File: config.mk
export PLATFORM = sky130hd
export DESIGN_NAME = float_byte_assembler
export DESIGN_NICKNAME = d
export VERILOG_FILES = /design/src/rtl/float_byte_assembler.sv
export SDC_FILE = /design/constraint.sdc
export NUM_CORES = 1
export LEC_CHECK = 0
export ABC_AREA = 1
export ABC_CLOCK_PERIOD_IN_PS = 2200
export CORE_MARGIN = 4
export CORE_UTILIZATION = 57
export DETAILED_ROUTE_END_ITERATION = 7
export PLACE_DENSITY_LB_ADDON = 0.25
export SYNTH_ARGS = -nofsm -noshare
export SYNTH_HDL_FRONTEND = slang
export SYNTH_SLANG_ARGS = --single-unit
File: constraint.sdc
create_clock -name clock -period 2.2 [get_ports clock]
set_input_delay 0.44 -clock clock [delete_from_list [all_inputs] [get_ports clock]]
set_output_delay 0.44 -clock clock [all_outputs]
set_load 0.01 [all_outputs]
File: src/rtl/float_byte_assembler.sv
// Packs a byte stream into 32-bit IEEE-754 words with sign/zero/NaN flags.
// Stalled partial words are dropped after a programmable idle gap.
module float_byte_assembler #(
    parameter bit          BIG_ENDIAN     = 1'b1,
    parameter int unsigned TIMEOUT_CYCLES = 255
) (
    input  logic        clock,
    input  logic        reset,
    input  logic [7:0]  byte_in,
    input  logic        byte_valid,
    output logic        byte_ready,
    output logic [31:0] a,
    output logic        a_valid,
    input  logic        a_ready,
    output logic        is_neg,
    output logic        is_zero,
    output logic        is_nan,
    output logic        timeout_err,
    output logic [1:0]  byte_count
);

    localparam bit          TO_EN   = (TIMEOUT_CYCLES != 0);
    localparam logic [15:0] TO_LAST = 16'(TIMEOUT_CYCLES - 1);

    logic [23:0] asm_q, asm_d;
    logic [1:0]  cnt_q, cnt_d;
    logic [15:0] idle_q, idle_d;
    logic [31:0] a_q, a_d;
    logic        av_q, av_d;
    logic        neg_q, neg_d;
    logic        zero_q, zero_d;
    logic        nan_q, nan_d;
    logic        tout_q, tout_d;

    logic        accept;
    logic        complete;
    logic [31:0] word;

    assign byte_ready = !av_q || a_ready;
    assign accept     = byte_valid && byte_ready;
    assign complete   = accept && (cnt_q == 2'd3);

    // Only three bytes are ever held; the fourth joins straight from the input.
    assign word = BIG_ENDIAN ? {asm_q, byte_in} : {byte_in, asm_q};

    always_comb begin
        asm_d  = asm_q;
        cnt_d  = cnt_q;
        idle_d = idle_q;
        a_d    = a_q;
        av_d   = av_q;
        neg_d  = neg_q;
        zero_d = zero_q;
        nan_d  = nan_q;
        tout_d = 1'b0;

        if (accept) begin
            asm_d  = BIG_ENDIAN ? {asm_q[15:0], byte_in}
                                : {byte_in, asm_q[23:8]};
            idle_d = '0;
            cnt_d  = cnt_q + 2'd1;
        end else if (cnt_q != 2'd0) begin
            if (TO_EN && idle_q == TO_LAST) begin
                cnt_d  = '0;
                idle_d = '0;
                tout_d = 1'b1;
            end else begin
                idle_d = idle_q + 16'd1;
            end
        end else begin
            idle_d = '0;
        end

        if (complete) begin
            a_d    = word;
            av_d   = 1'b1;
            neg_d  = word[31];
            zero_d = (word[30:0] == 31'd0);
            nan_d  = (&word[30:23]) && (|word[22:0]);
        end else if (av_q && a_ready) begin
            av_d = 1'b0;
        end
    end

    always_ff @(posedge clock) begin
        if (reset) begin
            asm_q  <= '0;
            cnt_q  <= '0;
            idle_q <= '0;
            a_q    <= '0;
            av_q   <= 1'b0;
            neg_q  <= 1'b0;
            zero_q <= 1'b0;
            nan_q  <= 1'b0;
            tout_q <= 1'b0;
        end else begin
            asm_q  <= asm_d;
            cnt_q  <= cnt_d;
            idle_q <= idle_d;
            a_q    <= a_d;
            av_q   <= av_d;
            neg_q  <= neg_d;
            zero_q <= zero_d;
            nan_q  <= nan_d;
            tout_q <= tout_d;
        end
    end

    assign a           = a_q;
    assign a_valid     = av_q;
    assign is_neg      = neg_q;
    assign is_zero     = zero_q;
    assign is_nan      = nan_q;
    assign timeout_err = tout_q;
    assign byte_count  = cnt_q;

endmodule

==> summary.md <==
| Metric | Value |
|---|---|
| Pre-Repair DR Iteration Count | `5` |
| Most common cell after layout, fill and taps aside | `nand2_1` |
| Final setup fails | `0` |
| IO Pins | `52` |
| DRC | `0` |
| Syn_nets | `434` |
| Synth unique cells | `26` |
| Wirelength per Cell | `13.3 um` |
| Setup WS pre-CTS | `158 ps` |
| ANT nets after route | `0` |
| Commonest cells after routing, fill and taps aside | `nand2_1 (85), dfxtp_1 (78), nor2_1 (63)` |
| Clock skew | `7.86 ps` |
| Hold Buf Count CTS | `0` |
| Crit Path Class | `in -> out` |
| Share of post-route cells with drive strength above 1 | `7.79%` |
| Pins over their slew limit | `0` |
| Sw Share | `22.8%` |
| Hold WC Path Type | `reg -> reg` |
| Number of max-cap violations | `0` |
| Vias in the first global route | `2821` |
| CTS Sinks | `78` |
| Power share of the sequential group | `52.2%` |
| DR iter-0 viols | `183` |
| Port buffer count | `51` |
| Final period utilization | `92.6%` |
| Placeable Area | `0.00527 mm^2` |
| DIE AREA | `0.00686 mm^2` |
| H-tree depth | `3` |
| FF+latch count, synth | `78` |
| Setup crit start kind | `primary input` |
| Maximum vdd drop | `0.000518 V` |
| Drt via density | `5.31` |
| Cell-internal power | `2200 uW` |
| Mapped Area | `0.00319 mm^2` |
| Vert. Die Dim | `82.8 um` |
| Worst EP required | `1760 ps` |
| Clock slew at reported path FFs | `70 ps` |
| Power share of the clock group | `41.2%` |
| Initial Utilization | `60.6%` |
| Bufs on Longest Clock Path | `2` |
| First-pass GRT wire length | `12600 um` |
| Setup TNS | `0 ps` |
| Post-DP HPWL | `5030 um` |
| PD cells | `721 mW/mm^2` |
| Crit Path Max Fanout | `3` |
| Crit path setup slack, layout | `163 ps` |
| Worst-Margin Slew | `288 ps` |
| Largest net degree at the start of global routing | `29` |
| GP Congestion | `0.875` |
| Mean post-synth cell area | `7.64 um^2` |
| Root Driver | `clkbuf_8` |
| Gr usage total | `22.3%` |
| Diodes inserted | `0` |
| Leak | `0.00145 uW` |
| Setup bufs post-CTS | `0` |
| Final min period | `2040 ps` |
| Psw | `648 uW` |
| Final Hold Fails | `0` |
| Die Wd | `82.8 um` |
| Final net count | `486` |
| Yosys warns | `0` |
| Status | `finished clean` |
| Post-Syn Instances | `418` |
| Detailed Route WL | `7260 um` |
| Initial antenna violation count | `0` |
| Maximum clock rate | `491 MHz` |
| Row count | `26` |
| Area grow syn2layout | `23.6%` |
| Seq/Total Area, Yosys | `48.9%` |
| Clk_lat worst skew | `350 ps` |
| Part of the power in combinational logic | `6.6%` |
| Crit end category | `output pin` |
| CTS tree | `built` |
| Arr. time, crit path | `1600 ps` |
| Vias | `2893` |
| RSZ-0062 raised after global routing | `false` |
| Post-cts resize count | `0` |
| Clock buffer count from CTS | `9` |
| Slew margin rel. | `80.8%` |
| Overflow after GRT | `0` |
-- per-layer routing --
metal	wire (um)	track usage (%)	vias up
li1	-	-	1449
met4	180	12.8	0
met3	386	4.26	16
met2	3630	38.0	93
met1	3060	26.1	1335
met5	0	0	-
-- critical path, stage by stage --
cell and delay [ps]:
clkdlybuf4s50_1 460, inv_1 80, nand2_2 90, clkdlybuf4s50_1 540
-- cell families (layout without fill, tap and decap cells) --
| kind of cell | Yosys count | count (layout) | synth area share [%] |
|---|---|---|---|
| AOI/OAI and AO/OA | 88 | 88 | 14.5 |
| DFF | 78 | 78 | 48.9 |
| adders and majority gates | 4 | 4 | 1.57 |
| buffers and inverters | 55 | 112 | 8.23 |
| xor gates and xnor gates | 7 | 7 | 1.92 |
| and+or+nand+nor | 186 | 186 | 24.8 |
-- registers in the layout (all words and copies together) (netlist names) --
name and flops:
is_nan 1, asm_q 24, a 32, idle_q 16, a_valid 1, byte_count 2
timeout_err 1, is_zero 1
-- power by group through the flow --
stage | Clock (uW) | Sequential [uW] | Combinational (uW)
after floorplan | 0 | 1510 | 114
after global placement | 0 | 1520 | 179
after detailed placement | 0 | 1520 | 185
after CTS | 1180 | 1480 | 187
after global routing | 1240 | 1490 | 211
final | 1170 | 1490 | 187
-- final cells by class --
type                    count  area, um^2
well taps                  70        87.6
clock inverters             4        70.1
repair buffers             60         578
inverters                  36         135
flip-flops and latches     78        1560
clock buffers              12         145
fillers                   431        1320
multi-input cells         285        1370
-- metrics by stage --
stage	hold slack [ps]	instances	util [%]	instance area [um^2]	power, uW
floorplan	430	418	-	3190	1630
global placement	443	529	70.8	3730	1690
detailed placement	452	529	70.8	3730	1700
CTS	464	545	74.9	3950	2850
global route	491	545	74.9	3950	2940
finish	462	545	74.9	3950	2840
-- path summary, 6_finish.rpt --
check	startpoint	end	slack, ps	depth (start not counted)
worst max-delay path	a_ready	byte_ready	160	4
worst min-delay path	a[19]	a[19]	460	2
worst min register to register	a[19]	a[19]	460	2
worst max register to register	idle_q[0]	idle_q[15]	780	9
-- Yosys cell counts (all sizes together) --
| cell type | number | area, um^2 |
|---|---|---|
| nor2 | 66 | 260 |
| nor3b | 1 | 7.51 |
| buf | 14 | 109 |
| o21ai | 31 | 155 |
| inv | 36 | 135 |
| xnor2 | 3 | 26.3 |
| dfxtp | 78 | 1560 |
| xor2 | 4 | 35.0 |
| a211oi | 2 | 15.0 |
| a21boi | 1 | 18.8 |
| ha | 4 | 50.1 |
| nand2 | 90 | 350 |
| nor4 | 1 | 6.26 |
| nand3 | 12 | 60.1 |
| nor3 | 9 | 65.1 |
| clkbuf | 5 | 18.8 |
| a21oi | 53 | 265 |
| nand4 | 7 | 43.8 |
| o211a | 1 | 10.0 |
(Power assumes the default switching activity.)
